===== config.mk =====
export PLATFORM = sky130hd
export DESIGN_NAME = unified_mem_arbiter_flat
export DESIGN_NICKNAME = d
export VERILOG_FILES = /design/src/rtl/unified_mem_arbiter_if.sv /design/src/rtl/unified_mem_arbiter.sv /design/src/flat_wrapper.sv
export SDC_FILE = /design/constraint.sdc
export NUM_CORES = 1
export LEC_CHECK = 0
export ABC_AREA = 1
export CAP_MARGIN = 10
export CORE_MARGIN = 2
export CORE_UTILIZATION = 44
export CTS_BUF_LIST = sky130_fd_sc_hd__clkbuf_16
export DETAILED_ROUTE_END_ITERATION = 7
export PLACE_DENSITY = 0.83
export SLEW_MARGIN = 0
export SYNTH_ARGS = -nofsm -noshare
export SYNTH_HDL_FRONTEND = slang
export SYNTH_SLANG_ARGS = --single-unit

===== constraint.sdc =====
create_clock -name clk -period 4.61 [get_ports clk]
set_clock_uncertainty 0.2 [all_clocks]
set_input_delay 0.922 -clock clk [delete_from_list [all_inputs] [get_ports clk]]
set_output_delay 0.922 -clock clk [all_outputs]
set_load 0.05 [all_outputs]

===== src/rtl/unified_mem_arbiter_if.sv =====
// Bundle between the IF/LS pipeline stages, the shared memory and the arbiter.
// The arbiter takes the slave view; whatever drives the stages and the memory takes the master view.
interface unified_mem_arbiter_if #(
    parameter int ADDR_W = 32,
    parameter int DATA_W = 32
);
    logic                  if_req;
    logic [ADDR_W-1:0]     if_addr;
    logic                  if_kill;
    logic                  if_done;
    logic [DATA_W-1:0]     if_rdata;

    logic                  ls_req;
    logic                  ls_we;
    logic [ADDR_W-1:0]     ls_addr;
    logic [DATA_W-1:0]     ls_wdata;
    logic [DATA_W/8-1:0]   ls_be;
    logic                  ls_done;
    logic [DATA_W-1:0]     ls_rdata;

    logic                  mem_req;
    logic                  mem_we;
    logic [ADDR_W-1:0]     mem_addr;
    logic [DATA_W-1:0]     mem_wdata;
    logic [DATA_W/8-1:0]   mem_be;
    logic                  mem_ready;
    logic                  mem_rvalid;
    logic [DATA_W-1:0]     mem_rdata;

    logic                  owner;

    modport slave (
        input  if_req, if_addr, if_kill,
        input  ls_req, ls_we, ls_addr, ls_wdata, ls_be,
        input  mem_ready, mem_rvalid, mem_rdata,
        output if_done, if_rdata, ls_done, ls_rdata,
        output mem_req, mem_we, mem_addr, mem_wdata, mem_be,
        output owner
    );

    modport master (
        output if_req, if_addr, if_kill,
        output ls_req, ls_we, ls_addr, ls_wdata, ls_be,
        output mem_ready, mem_rvalid, mem_rdata,
        input  if_done, if_rdata, ls_done, ls_rdata,
        input  mem_req, mem_we, mem_addr, mem_wdata, mem_be,
        input  owner
    );
endinterface


===== src/rtl/unified_mem_arbiter.sv =====
// Single-outstanding arbiter sharing one memory port between instruction fetch and load/store.
// LS normally wins; IF is forced through after MAX_IF_WAIT consecutive losses.
module unified_mem_arbiter #(
    parameter int ADDR_W      = 32,
    parameter int DATA_W      = 32,
    parameter int MAX_IF_WAIT = 3
) (
    input  logic                   clk,
    input  logic                   rst,
    unified_mem_arbiter_if.slave   bus
);
    localparam int BE_W  = DATA_W / 8;
    localparam int CNT_W = $clog2(MAX_IF_WAIT + 1);

    localparam logic [1:0] ST_IDLE = 2'd0;
    localparam logic [1:0] ST_REQ  = 2'd1;
    localparam logic [1:0] ST_WAIT = 2'd2;
    localparam logic [1:0] ST_RESP = 2'd3;

    localparam logic [CNT_W-1:0] CNT_MAX = CNT_W'(MAX_IF_WAIT);

    logic [1:0]        state_q,    state_d;
    logic              owner_q,    owner_d;
    logic              we_q,       we_d;
    logic [ADDR_W-1:0] addr_q,     addr_d;
    logic [DATA_W-1:0] wdata_q,    wdata_d;
    logic [BE_W-1:0]   be_q,       be_d;
    logic [CNT_W-1:0]  wait_cnt_q, wait_cnt_d;
    logic              kill_q,     kill_d;
    logic [DATA_W-1:0] if_rdata_q, if_rdata_d;
    logic [DATA_W-1:0] ls_rdata_q, ls_rdata_d;

    logic grant_if;

    assign grant_if = bus.if_req && (!bus.ls_req || (wait_cnt_q == CNT_MAX));

    always_comb begin
        state_d    = state_q;
        owner_d    = owner_q;
        we_d       = we_q;
        addr_d     = addr_q;
        wdata_d    = wdata_q;
        be_d       = be_q;
        wait_cnt_d = wait_cnt_q;
        kill_d     = kill_q;
        if_rdata_d = if_rdata_q;
        ls_rdata_d = ls_rdata_q;

        // A branch correction marks the fetch dead; the bus transaction still runs to completion.
        if ((state_q != ST_IDLE) && !owner_q && bus.if_kill) begin
            kill_d = 1'b1;
        end

        case (state_q)
            ST_IDLE: begin
                if (bus.if_req || bus.ls_req) begin
                    state_d = ST_REQ;
                    if (grant_if) begin
                        owner_d    = 1'b0;
                        we_d       = 1'b0;
                        addr_d     = bus.if_addr;
                        wdata_d    = '0;
                        be_d       = '1;
                        wait_cnt_d = '0;
                    end else begin
                        owner_d = 1'b1;
                        we_d    = bus.ls_we;
                        addr_d  = bus.ls_addr;
                        wdata_d = bus.ls_wdata;
                        be_d    = bus.ls_be;
                        // IF lost this round; count stays below CNT_MAX here, so it saturates.
                        if (bus.if_req) begin
                            wait_cnt_d = wait_cnt_q + CNT_W'(1);
                        end
                    end
                end
            end
            ST_REQ: begin
                if (bus.mem_ready) begin
                    state_d = we_q ? ST_RESP : ST_WAIT;
                end
            end
            ST_WAIT: begin
                if (bus.mem_rvalid) begin
                    state_d = ST_RESP;
                    if (owner_q) begin
                        ls_rdata_d = bus.mem_rdata;
                    end else begin
                        if_rdata_d = bus.mem_rdata;
                    end
                end
            end
            default: begin
                state_d = ST_IDLE;
                kill_d  = 1'b0;
            end
        endcase
    end

    always_ff @(posedge clk) begin
        if (rst) begin
            state_q    <= ST_IDLE;
            owner_q    <= 1'b0;
            we_q       <= 1'b0;
            addr_q     <= '0;
            wdata_q    <= '0;
            be_q       <= '0;
            wait_cnt_q <= '0;
            kill_q     <= 1'b0;
            if_rdata_q <= '0;
            ls_rdata_q <= '0;
        end else begin
            state_q    <= state_d;
            owner_q    <= owner_d;
            we_q       <= we_d;
            addr_q     <= addr_d;
            wdata_q    <= wdata_d;
            be_q       <= be_d;
            wait_cnt_q <= wait_cnt_d;
            kill_q     <= kill_d;
            if_rdata_q <= if_rdata_d;
            ls_rdata_q <= ls_rdata_d;
        end
    end

    assign bus.mem_req   = (state_q == ST_REQ);
    assign bus.mem_we    = we_q;
    assign bus.mem_addr  = addr_q;
    assign bus.mem_wdata = wdata_q;
    assign bus.mem_be    = be_q;
    assign bus.owner     = owner_q;

    // A kill landing in the RESP cycle itself must also hide the pulse.
    assign bus.if_done  = (state_q == ST_RESP) && !owner_q && !kill_q && !bus.if_kill;
    assign bus.ls_done  = (state_q == ST_RESP) && owner_q;
    assign bus.if_rdata = if_rdata_q;
    assign bus.ls_rdata = ls_rdata_q;
endmodule

===== src/flat_wrapper.sv =====
// flat-port wrapper written by rule: the top's interface ports become plain ports
module unified_mem_arbiter_flat 
#(
    parameter int ADDR_W      = 32,
    parameter int DATA_W      = 32,
    parameter int MAX_IF_WAIT = 3
)
  (clk, rst, bus_if_req, bus_if_addr, bus_if_kill, bus_ls_req, bus_ls_we, bus_ls_addr, bus_ls_wdata, bus_ls_be, bus_mem_ready, bus_mem_rvalid, bus_mem_rdata, bus_if_done, bus_if_rdata, bus_ls_done, bus_ls_rdata, bus_mem_req, bus_mem_we, bus_mem_addr, bus_mem_wdata, bus_mem_be, bus_owner);
  unified_mem_arbiter_if #(.ADDR_W(ADDR_W), .DATA_W(DATA_W)) bus_i ();
  input  logic clk;
  input  logic rst;
  input wire logic [$bits(bus_i.if_req)-1:0] bus_if_req;
  input wire logic [$bits(bus_i.if_addr)-1:0] bus_if_addr;
  input wire logic [$bits(bus_i.if_kill)-1:0] bus_if_kill;
  input wire logic [$bits(bus_i.ls_req)-1:0] bus_ls_req;
  input wire logic [$bits(bus_i.ls_we)-1:0] bus_ls_we;
  input wire logic [$bits(bus_i.ls_addr)-1:0] bus_ls_addr;
  input wire logic [$bits(bus_i.ls_wdata)-1:0] bus_ls_wdata;
  input wire logic [$bits(bus_i.ls_be)-1:0] bus_ls_be;
  input wire logic [$bits(bus_i.mem_ready)-1:0] bus_mem_ready;
  input wire logic [$bits(bus_i.mem_rvalid)-1:0] bus_mem_rvalid;
  input wire logic [$bits(bus_i.mem_rdata)-1:0] bus_mem_rdata;
  output wire logic [$bits(bus_i.if_done)-1:0] bus_if_done;
  output wire logic [$bits(bus_i.if_rdata)-1:0] bus_if_rdata;
  output wire logic [$bits(bus_i.ls_done)-1:0] bus_ls_done;
  output wire logic [$bits(bus_i.ls_rdata)-1:0] bus_ls_rdata;
  output wire logic [$bits(bus_i.mem_req)-1:0] bus_mem_req;
  output wire logic [$bits(bus_i.mem_we)-1:0] bus_mem_we;
  output wire logic [$bits(bus_i.mem_addr)-1:0] bus_mem_addr;
  output wire logic [$bits(bus_i.mem_wdata)-1:0] bus_mem_wdata;
  output wire logic [$bits(bus_i.mem_be)-1:0] bus_mem_be;
  output wire logic [$bits(bus_i.owner)-1:0] bus_owner;
  assign bus_i.if_req = bus_if_req;
  assign bus_i.if_addr = bus_if_addr;
  assign bus_i.if_kill = bus_if_kill;
  assign bus_i.ls_req = bus_ls_req;
  assign bus_i.ls_we = bus_ls_we;
  assign bus_i.ls_addr = bus_ls_addr;
  assign bus_i.ls_wdata = bus_ls_wdata;
  assign bus_i.ls_be = bus_ls_be;
  assign bus_i.mem_ready = bus_mem_ready;
  assign bus_i.mem_rvalid = bus_mem_rvalid;
  assign bus_i.mem_rdata = bus_mem_rdata;
  assign bus_if_done = bus_i.if_done;
  assign bus_if_rdata = bus_i.if_rdata;
  assign bus_ls_done = bus_i.ls_done;
  assign bus_ls_rdata = bus_i.ls_rdata;
  assign bus_mem_req = bus_i.mem_req;
  assign bus_mem_we = bus_i.mem_we;
  assign bus_mem_addr = bus_i.mem_addr;
  assign bus_mem_wdata = bus_i.mem_wdata;
  assign bus_mem_be = bus_i.mem_be;
  assign bus_owner = bus_i.owner;
  unified_mem_arbiter #(.ADDR_W(ADDR_W), .DATA_W(DATA_W), .MAX_IF_WAIT(MAX_IF_WAIT)) u_core (.clk(clk), .rst(rst), .bus(bus_i));
endmodule

==> results of run 1 <==
==> cell families (layout without fill, tap and decap cells) <==
family,Yosys count,after routing
compound gates,171,171
fa+ha+maj,6,6
buf+inv,163,427
flops,139,139
other cells,0,1
simple gates,299,299
==> flip-flops by register name, summed over array words and instances, names as in the netlist <==
signal / count
u_core.bus.mem_addr: 32
u_core.bus.ls_rdata: 32
u_core.bus.mem_we: 1
u_core.bus.mem_be: 4
u_core.state_q: 2
u_core.kill_q: 1
u_core.bus.if_rdata: 32
u_core.bus.owner: 1
u_core.bus.mem_wdata: 32
u_core.wait_cnt_q: 2
==> through the flow <==
step | total power, mW | area (sq um) | hold slack, ns | utilization [%] | cells
global route | 5.52 | 9070 | 0.257 | 71.8 | 1215
finish | 5.27 | 9070 | 0.242 | 71.8 | 1215
detailed placement | 3.86 | 8460 | 0.236 | 67.0 | 1182
CTS | 5.29 | 9060 | 0.244 | 71.8 | 1214
floorplan | 3.14 | 5680 | 0.248 | - | 778
global placement | 3.83 | 8460 | 0.231 | 67.0 | 1182
==> layer usage <==
metal,up-vias,routed length [um],global-route usage [%]
li1,2980,-,-
met1,2678,7390,30.9
met2,261,8780,43.1
met3,38,1980,11.6
met4,0,496,12.6
met5,-,0,0
==> worst register-to-register path, cell delays in order, from the launching register on <==
cell                      delay, ns
sky130_fd_sc_hd__dfxtp_1       0.41
sky130_fd_sc_hd__inv_1         0.10
sky130_fd_sc_hd__ha_1          0.28
sky130_fd_sc_hd__nand2_1       0.10
sky130_fd_sc_hd__nor2_2        0.04
sky130_fd_sc_hd__buf_4         0.24
sky130_fd_sc_hd__inv_1         0.80
sky130_fd_sc_hd__nor2_1        0.13
sky130_fd_sc_hd__nor2_1        0.15
==> synthesized netlist by cell type <==
| cell | instances |
|---|---|
| sky130_fd_sc_hd__nor4_1 | 1 |
| sky130_fd_sc_hd__nand3_1 | 101 |
| sky130_fd_sc_hd__o21ai_0 | 68 |
| sky130_fd_sc_hd__nand3b_1 | 1 |
| sky130_fd_sc_hd__o21ai_4 | 1 |
| sky130_fd_sc_hd__a21oi_1 | 102 |
| sky130_fd_sc_hd__ha_1 | 6 |
| sky130_fd_sc_hd__buf_1 | 5 |
| sky130_fd_sc_hd__nand2_1 | 113 |
| sky130_fd_sc_hd__nor3_1 | 1 |
| sky130_fd_sc_hd__inv_1 | 107 |
| sky130_fd_sc_hd__nor2_1 | 79 |
| sky130_fd_sc_hd__clkbuf_1 | 23 |
| sky130_fd_sc_hd__nand2_2 | 3 |
| sky130_fd_sc_hd__dfxtp_1 | 139 |
| sky130_fd_sc_hd__buf_6 | 8 |
| sky130_fd_sc_hd__inv_2 | 1 |
| sky130_fd_sc_hd__buf_2 | 19 |
==> layout make-up <==
| class | count | area (sq um) |
|---|---|---|
| fillers | 991 | 3550 |
| repair buffers | 287 | 2840 |
| flip-flops and latches | 139 | 2780 |
| multi-input cells | 476 | 2210 |
| clock buffers | 17 | 425 |
| inverters | 108 | 405 |
| well taps | 172 | 215 |
| clock inverters | 15 | 181 |
| diodes | 1 | 2.50 |
==> worst paths after layout <==
path / start / cells after the start / end
worst max-delay path: bus_if_kill / 3 / bus_if_done
worst min-delay path: u_core.bus.ls_rdata[19] / 2 / u_core.bus.ls_rdata[19]
worst max register to register: u_core.state_q[0] / 8 / u_core.bus.if_rdata[14]
worst min register to register: u_core.bus.ls_rdata[19] / 2 / u_core.bus.ls_rdata[19]
==> power by group through the flow <==
stage	combinational (mW)	sequential (mW)	clock, mW
2_1_floorplan	0.767	2.37	0
3_3_place_gp	2.24	1.59	0
3_5_place_dp	2.26	1.60	0
4_1_cts	2.29	1.58	1.42
5_1_grt	2.43	1.61	1.48
6_report	2.29	1.58	1.40
==> results.py, run 1 <==
metrics = {
    "run_status": {
        "status": "completed",
    },
    "critical_path": {
        "critical_path.n_buffers_inverters": 2,
        "timing.critical_path.arrival_ns": 2.48,
        "cp_top_family": "buffers and inverters",
        "worst-setup-path-type": "input pin to primary output",
        "cp_max_fo": 2,
        "crit_path_start_kind": "input pin",
        "worstPathCellList": "clkdlybuf4s50_1 > nor4_1 > clkdlybuf4s50_1",
        "setup.reg_to_reg.worst_slack_ns": 2.10,
        "cpMaxStageDelayCell": "sky130_fd_sc_hd__clkdlybuf4s50_1",
        "end_kind": "primary output",
        "crit_path_frequent_cell": "sky130_fd_sc_hd__clkdlybuf4s50_1",
        "critPathMaxStageDelay_ns": 0.87,
        "worst-endpoint-required_ns": 3.49,
    },
    "sta": {
        "post-route-worst-setup-slack_ns": 1.01,
        "finalCritPeriodShare_pct": 78.1,
        "achievable-frequency_mhz": 278,
        "max_slew.worst_pin.slew_ns": 1.04,
        "hold_violations": 0,
        "relSlewSlack_pct": 30.3,
        "minimum_period_implied_by_the_final_worst_setup_slack_ns": 3.60,
        "maxSlewViolCount": 0,
        "timing.final.setup_violations": 0,
        "grt_setup_unrepaired": "no",
        "setup_tns_ns": 0,
    },
    "power": {
        "power_leakage_nw": 3.78,
        "power_report.internal_total_mw": 3.09,
        "sw_frac_of_total_pct": 41.4,
        "power.share.combinational_pct": 43.4,
        "ratio_of_total_power_to_cell_area_nw_per_um2": 581,
        "share_seq_of_total_power_pct": 30.0,
        "p_switching_mw": 2.18,
        "power_frac_clock_pct": 26.7,
        "vdd_ir_drop_max_v": 0.000303,
    },
    "synthesis": {
        "synthAdderAreaFrac_pct": 1.32,
        "sequential_area_share_after_synthesis_pct": 49.0,
        "synth-seq-cells": 139,
        "largest_family_of_logic_cells_by_synthesized_area": "simple AND/OR/NAND/NOR gates",
        "synth_area_leaders": "sky130_fd_sc_hd__dfxtp_1 (49%), sky130_fd_sc_hd__a21oi_1 (9.0%), sky130_fd_sc_hd__nand3_1 (8.9%)",
        "synth_top_cell_by_area": "sky130_fd_sc_hd__dfxtp_1",
        "syn-mean-instance-area_sq_um": 7.31,
        "synthesis.yosys.warnings": 0,
        "mappedNetlistArea_sq_um": 5680,
        "area_fraction_in_and_or_nand_and_nor_cells_after_synthesis_pct": 22.2,
        "syn_inst": 778,
        "yosys_cell_types": 18,
        "syn_nets": 924,
        "post_synth_mux_area_share_pct": 0,
        "post_synth_xor_area_fraction_pct": 0,
        "synth_compound_gate_area_share_pct": 15.3,
        "synth_top_area_share_pct": 49.0,
    },
    "clocking": {
        "clk-insertion-delay-late_ns": 0.42,
        "cts_hold_repair.buffers": 0,
        "post_cts.repair.setup_buffers": 0,
        "cts-resized-gates": 0,
        "path_clk_slew_ns": 0.06,
        "tritoncts_num_sinks": 139,
        "cts.root.buffer_cell": "sky130_fd_sc_hd__clkbuf_16",
        "maximum_number_of_buffers_from_clock_root_to_sink": 2,
        "cts_inserted_buffers": 17,
        "tritoncts_clock_tree": "built",
        "cts-htree-levels": 4,
    },
    "floorplanning": {
        "start_util_pct": 45.0,
        "fp-row-count": 41,
        "io_pins": 277,
        "core-area_sq_um": 12600,
        "chipHeight_um": 118,
        "chipWidth_um": 118,
        "die_area_sq_um": 13800,
    },
    "final_layout": {
        "mostFrequentLayoutCells": "sky130_fd_sc_hd__clkdlybuf4s50_1 (275), sky130_fd_sc_hd__dfxtp_1 (139), sky130_fd_sc_hd__nand2_1 (113)",
        "most_common_library_cell_in_the_layout_ignoring_fill_and_taps": "sky130_fd_sc_hd__clkdlybuf4s50_1",
        "layout_stage_area_growth_over_the_synthesis_result_pct": 59.5,
        "drive_above_1_share_pct": 4.41,
        "nets": 1175,
    },
    "run": {
        "max_cap_violations": 0,
    },
    "placed_design": {
        "placement.setup.worst_slack_ns": 1.01,
        "place_hpwl_um": 12500,
        "gp_routability_congestion": 0.848,
        "io_buffers": 276,
    },
    "global_route": {
        "grt_overflow": 0,
        "largest_net_degree_at_the_start_of_global_routing": 71,
        "grt_pass1_wl_um": 29900,
        "track_usage_pct": 26.9,
        "antenna_found_initial": 1,
        "via_count_of_the_first_global_routing_pass": 5753,
    },
    "detailed_routing": {
        "totalWireLength_um": 18700,
        "detail_route.first_pass.iterations": 5,
        "route.vias.total": 5957,
        "drt_iter0_markers": 471,
        "routed_wire_length_per_instance_um": 15.4,
        "drc": 0,
        "avgViaCountPerCell": 4.90,
        "postRouteAntennaNets": 0,
    },
    "hold_path": {
        "worst_hold_path_type": "flip-flop to flip-flop",
    },
}
Power figures use the tool's default switching activity.
==> run 2: changes to the inputs <==
CORE_UTILIZATION = 41   (was 44)
PLACE_DENSITY = 0.78   (was 0.83)
clock period = 3.45 ns   (was 4.61 ns; I/O delays follow)
==> results.py, run 2 (synthesized netlist as in run 1, its figures left out) <==
metrics = {
    "global_route": {
        "via_count_of_the_first_global_routing_pass": 5388,
        "grt_overflow": 0,
        "grt_pass1_wl_um": 27300,
        "track_usage_pct": 23.5,
        "largest_net_degree_at_the_start_of_global_routing": 70,
        "antenna_found_initial": 0,
    },
    "detailed_routing": {
        "drt_iter0_markers": 400,
        "routed_wire_length_per_instance_um": 14.7,
        "postRouteAntennaNets": 0,
        "drc": 0,
        "route.vias.total": 5871,
        "totalWireLength_um": 17900,
        "detail_route.first_pass.iterations": 6,
        "avgViaCountPerCell": 4.81,
    },
    "placed_design": {
        "io_buffers": 276,
        "place_hpwl_um": 12300,
        "gp_routability_congestion": 0.806,
        "placement.setup.worst_slack_ns": 0.806,
        "detailed_place.area_sq_um": 8480,
        "post-place-cells": 1189,
    },
    "floorplanning": {
        "die_area_sq_um": 14800,
        "start_util_pct": 41.4,
        "io_pins": 277,
        "chipHeight_um": 122,
        "core-area_sq_um": 13700,
        "chipWidth_um": 122,
        "fp-row-count": 43,
    },
    "final_layout": {
        "num-fill-cells": 1193,
        "antenna_cells": 0,
        "mostFrequentLayoutCells": "sky130_fd_sc_hd__clkdlybuf4s50_1 (274), sky130_fd_sc_hd__dfxtp_1 (139), sky130_fd_sc_hd__nand2_1 (113)",
        "layout.core_utilization_pct": 66.2,
        "layout_stage_area_growth_over_the_synthesis_result_pct": 59.8,
        "most_common_library_cell_in_the_layout_ignoring_fill_and_taps": "sky130_fd_sc_hd__clkdlybuf4s50_1",
        "non_filler_cells_in_the_finished_layout": 1221,
        "nets": 1174,
        "finish.instance_area_sq_um": 9080,
        "drive_above_1_share_pct": 4.90,
    },
    "hold_path": {
        "worst_hold_path_type": "flip-flop to flip-flop",
    },
    "sta": {
        "timing.final.setup_violations": 0,
        "max_slew.worst_pin.slew_ns": 1.09,
        "relSlewSlack_pct": 27.1,
        "achievable-frequency_mhz": 347,
        "minimum_hold_slack_ns": 0.241,
        "finalCritPeriodShare_pct": 83.6,
        "post-route-worst-setup-slack_ns": 0.565,
        "grt_setup_unrepaired": "no",
        "setup_tns_ns": 0,
        "hold_violations": 0,
        "minimum_period_implied_by_the_final_worst_setup_slack_ns": 2.88,
        "maxSlewViolCount": 0,
    },
    "critical_path": {
        "ff2ff_path_depth": 7,
        "timing.critical_path.arrival_ns": 1.99,
        "end_kind": "primary output",
        "critical_path_cell_count": 3,
        "setup.reg_to_reg.worst_slack_ns": 1.24,
        "worst-endpoint-required_ns": 2.56,
        "worstReg2RegEnd": "u_core.bus.if_rdata[25]",
        "worstPathCellList": "inv_1 > ha_1 > clkdlybuf4s50_1",
        "crit_path_start_kind": "flip-flop",
        "cp_max_fo": 4,
        "cp-startpoint": "u_core.state_q[1]",
        "timing.rr.start": "u_core.state_q[0]",
        "worst-setup-path-type": "flip-flop to primary output",
        "critPathMaxStageDelay_ns": 0.87,
        "worstSetupEndpoint": "bus_mem_req",
        "cpMaxStageDelayCell": "sky130_fd_sc_hd__clkdlybuf4s50_1",
        "critical_path.n_buffers_inverters": 2,
        "cp_top_family": "buffers and inverters",
    },
    "power": {
        "power.share.combinational_pct": 43.4,
        "ratio_of_total_power_to_cell_area_nw_per_um2": 769,
        "vdd_ir_drop_max_v": 0.000406,
        "power_frac_clock_pct": 26.5,
        "power_leakage_nw": 3.76,
        "share_seq_of_total_power_pct": 30.1,
        "total_power_mw": 6.98,
        "sw_frac_of_total_pct": 41.9,
        "power_report.internal_total_mw": 4.06,
        "p_switching_mw": 2.92,
    },
    "clocking": {
        "maximum_number_of_buffers_from_clock_root_to_sink": 2,
        "cts_inserted_buffers": 17,
        "clk-insertion-delay-late_ns": 0.42,
        "cts-resized-gates": 0,
        "cts.root.buffer_cell": "sky130_fd_sc_hd__clkbuf_16",
        "tritoncts_num_sinks": 139,
        "post_cts.repair.setup_buffers": 0,
        "path_clk_slew_ns": 0.06,
        "cts_hold_repair.buffers": 0,
        "tritoncts_clock_tree": "built",
        "cts-htree-levels": 4,
    },
    "run_status": {
        "status": "completed",
    },
    "run": {
        "max_cap_violations": 0,
    },
}
-- run 2: worst min path at each step --
stage / cells past startpoint / slack, ns / from / endpoint
global route: 2 / 0.25 / u_core.bus.ls_rdata[7] / u_core.bus.ls_rdata[7]
floorplan: 2 / 0.25 / u_core.wait_cnt_q[1] / u_core.wait_cnt_q[1]
global placement: 2 / 0.23 / u_core.bus.ls_rdata[9] / u_core.bus.ls_rdata[9]
finish: 2 / 0.24 / u_core.bus.ls_rdata[5] / u_core.bus.ls_rdata[5]
detailed placement: 2 / 0.23 / u_core.bus.ls_rdata[9] / u_core.bus.ls_rdata[9]
CTS: 2 / 0.24 / u_core.bus.ls_rdata[5] / u_core.bus.ls_rdata[5]
-- run 2: routing by layer --
layer	track usage, %	share of wire, %	up-vias
met3	10.8	12	26
li1	-	-	2980
met5	0	0	-
met2	37.1	45	254
met4	8.98	1.9	0
met1	27.9	41	2611
-- run 2: power by group through the flow --
stage | Combinational [mW] | Clock, mW | Sequential [mW]
4_1_cts | 3.04 | 1.88 | 2.10
6_report | 3.03 | 1.85 | 2.10
3_3_place_gp | 3.00 | 0 | 2.12
3_5_place_dp | 3.03 | 0 | 2.13
5_1_grt | 3.24 | 1.96 | 2.14
2_1_floorplan | 1.02 | 0 | 3.17
-- run 2: tightest hold or removal path, cell delays in order, from the launching register on --
cell and delay [ns]:
sky130_fd_sc_hd__dfxtp_1 0.30, sky130_fd_sc_hd__inv_1 0.04, sky130_fd_sc_hd__a21oi_1 0.05
-- run 2: cell type report --
| class | count | area (sq um) | area share [%] |
|---|---|---|---|
| well taps | 180 | 225 | 2.48 |
| clock inverters | 15 | 176 | 1.94 |
| clock buffers | 17 | 425 | 4.68 |
| inverters | 108 | 405 | 4.46 |
| multi-input cells | 476 | 2210 | 24.4 |
| repair buffers | 286 | 2860 | 31.4 |
| flip-flops and latches | 139 | 2780 | 30.6 |
==> run 3: changes to the inputs <==
CORE_UTILIZATION = 37   (was 41)
PLACE_DENSITY = 0.74   (was 0.78)
clock period = 2.41 ns   (was 3.45 ns; I/O delays follow)
==> results.py, run 3 (synthesized netlist as in run 1, its figures left out) <==
metrics = {
    "final_layout": {
        "drive_above_1_share_pct": 5.74,
        "layout_stage_area_growth_over_the_synthesis_result_pct": 62.2,
        "most_common_library_cell_in_the_layout_ignoring_fill_and_taps": "sky130_fd_sc_hd__clkdlybuf4s50_1",
        "mostFrequentLayoutCells": "sky130_fd_sc_hd__clkdlybuf4s50_1 (269), sky130_fd_sc_hd__dfxtp_1 (139), sky130_fd_sc_hd__nand2_1 (113)",
        "nets": 1179,
    },
    "critical_path": {
        "timing.rr.start": "u_core.state_q[0]",
        "critical_path.n_buffers_inverters": 1,
        "worst-setup-path-type": "flip-flop to primary output",
        "crit_path_start_kind": "flip-flop",
        "critical_path_cell_count": 1,
        "cp_top_family": "buffers and inverters",
        "timing.critical_path.arrival_ns": 1.60,
        "worstSetupEndpoint": "bus_ls_rdata[30]",
        "end_kind": "primary output",
        "worst-endpoint-required_ns": 1.73,
        "ff2ff_path_depth": 6,
        "cp_max_fo": 2,
        "cpMaxStageDelayCell": "sky130_fd_sc_hd__clkdlybuf4s50_1",
        "critPathMaxStageDelay_ns": 0.85,
        "cp-startpoint": "u_core.bus.ls_rdata[30]",
        "setup.reg_to_reg.worst_slack_ns": 0.53,
        "worstPathCellList": "clkdlybuf4s50_1",
        "worstReg2RegEnd": "u_core.bus.ls_rdata[17]",
    },
    "clocking": {
        "path_clk_slew_ns": 0.06,
        "clk-insertion-delay-late_ns": 0.41,
        "tritoncts_num_sinks": 139,
        "maximum_number_of_buffers_from_clock_root_to_sink": 2,
        "tritoncts_clock_tree": "built",
        "cts_inserted_buffers": 17,
        "cts.root.buffer_cell": "sky130_fd_sc_hd__clkbuf_16",
        "cts-htree-levels": 4,
        "post_cts.repair.setup_buffers": 0,
    },
    "detailed_routing": {
        "drt_iter0_markers": 331,
        "postRouteAntennaNets": 0,
        "routed_wire_length_per_instance_um": 14.6,
        "drc": 0,
        "totalWireLength_um": 18000,
        "avgViaCountPerCell": 4.74,
        "route.vias.total": 5860,
        "detail_route.first_pass.iterations": 4,
    },
    "run": {
        "max_cap_violations": 0,
    },
    "floorplanning": {
        "die_area_sq_um": 16400,
        "chipWidth_um": 128,
        "chipHeight_um": 128,
        "fp-row-count": 45,
        "io_pins": 277,
        "core-area_sq_um": 15100,
        "start_util_pct": 37.7,
    },
    "sta": {
        "grt_setup_unrepaired": "no",
        "maxSlewViolCount": 0,
        "minimum_period_implied_by_the_final_worst_setup_slack_ns": 2.28,
        "finalCritPeriodShare_pct": 94.8,
        "timing.final.setup_violations": 0,
        "achievable-frequency_mhz": 438,
        "post-route-worst-setup-slack_ns": 0.126,
        "hold_violations": 0,
        "relSlewSlack_pct": 62.0,
        "max_slew.worst_pin.slew_ns": 0.568,
        "setup_tns_ns": 0,
        "minimum_hold_slack_ns": 0.244,
    },
    "global_route": {
        "grt_overflow": 0,
        "track_usage_pct": 21.9,
        "grt_pass1_wl_um": 28200,
        "largest_net_degree_at_the_start_of_global_routing": 71,
        "antenna_found_initial": 0,
        "via_count_of_the_first_global_routing_pass": 5488,
    },
    "power": {
        "total_power_mw": 10.2,
        "vdd_ir_drop_max_v": 0.000627,
        "ratio_of_total_power_to_cell_area_nw_per_um2": 1110,
        "power_leakage_nw": 3.84,
    },
    "placed_design": {
        "gp_routability_congestion": 0.809,
        "placement.setup.worst_slack_ns": 0.216,
        "place_hpwl_um": 12500,
        "io_buffers": 276,
    },
    "hold_path": {
        "worst_hold_path_type": "flip-flop to flip-flop",
    },
    "run_status": {
        "status": "completed",
    },
}
## run 3: cell types whose count changed in the layout (fill, tap and decap cells not counted), sizes merged
cell,delta
clkinvlp,-3
buf,+10
clkdlybuf4s50,-5
clkinv,-1
diode,+1
bufinv,+1
inv,+3
## run 3: what timing repair did
action	CTS	global route
setup endpoints to repair	0	1
gates resized for setup	0	1
hold buffers	0	0
## run 3: metal layers
metal	up-vias	part of all wire [%]	GRT usage [%]
met5	-	0	0
met4	0	3.0	9.18
met3	40	9.8	8.93
met2	227	45	35.3
met1	2599	42	25.8
li1	2994	-	-
## run 3: final cells by class
cell class	instances	area, sq um
multi-input combinational	476	2230
sequential	139	2780
timing repair buffer	291	2940
inverter	108	405
antenna	1	2.50
clock buffer	17	425
tap	188	235
clock inverter	15	199
fill	1350	5870
## run 3: power breakdown
part           internal, mW  switching (mW)  leakage [nW]  total [mW]
Combinational          1.51            2.94          2.40        4.45
Sequential             2.77           0.249          1.14        3.02
Clock                  1.73            1.02         0.299        2.75
Total                  6.01            4.21          3.84        10.2
## run 3: worst min-delay path by stage
stage / start / cells after the start / slack, ns / end
floorplan: u_core.wait_cnt_q[1] / 2 / 0.25 / u_core.wait_cnt_q[1]
global route: u_core.bus.ls_rdata[22] / 2 / 0.27 / u_core.bus.ls_rdata[22]
detailed placement: u_core.bus.ls_rdata[9] / 2 / 0.23 / u_core.bus.ls_rdata[9]
global placement: u_core.bus.ls_rdata[27] / 2 / 0.23 / u_core.bus.ls_rdata[27]
CTS: u_core.bus.ls_rdata[9] / 2 / 0.24 / u_core.bus.ls_rdata[9]
finish: u_core.bus.ls_rdata[22] / 2 / 0.24 / u_core.bus.ls_rdata[22]
## run 3: through the flow
stage                     instances  util [%]  area [sq um]
after floorplan                 778         -          5690
after global placement         1202      56.9          8590
after detailed placement       1202      56.9          8590
after CTS                      1234      61.0          9210
after global routing           1234      61.1          9220
final                          1235      61.1          9220
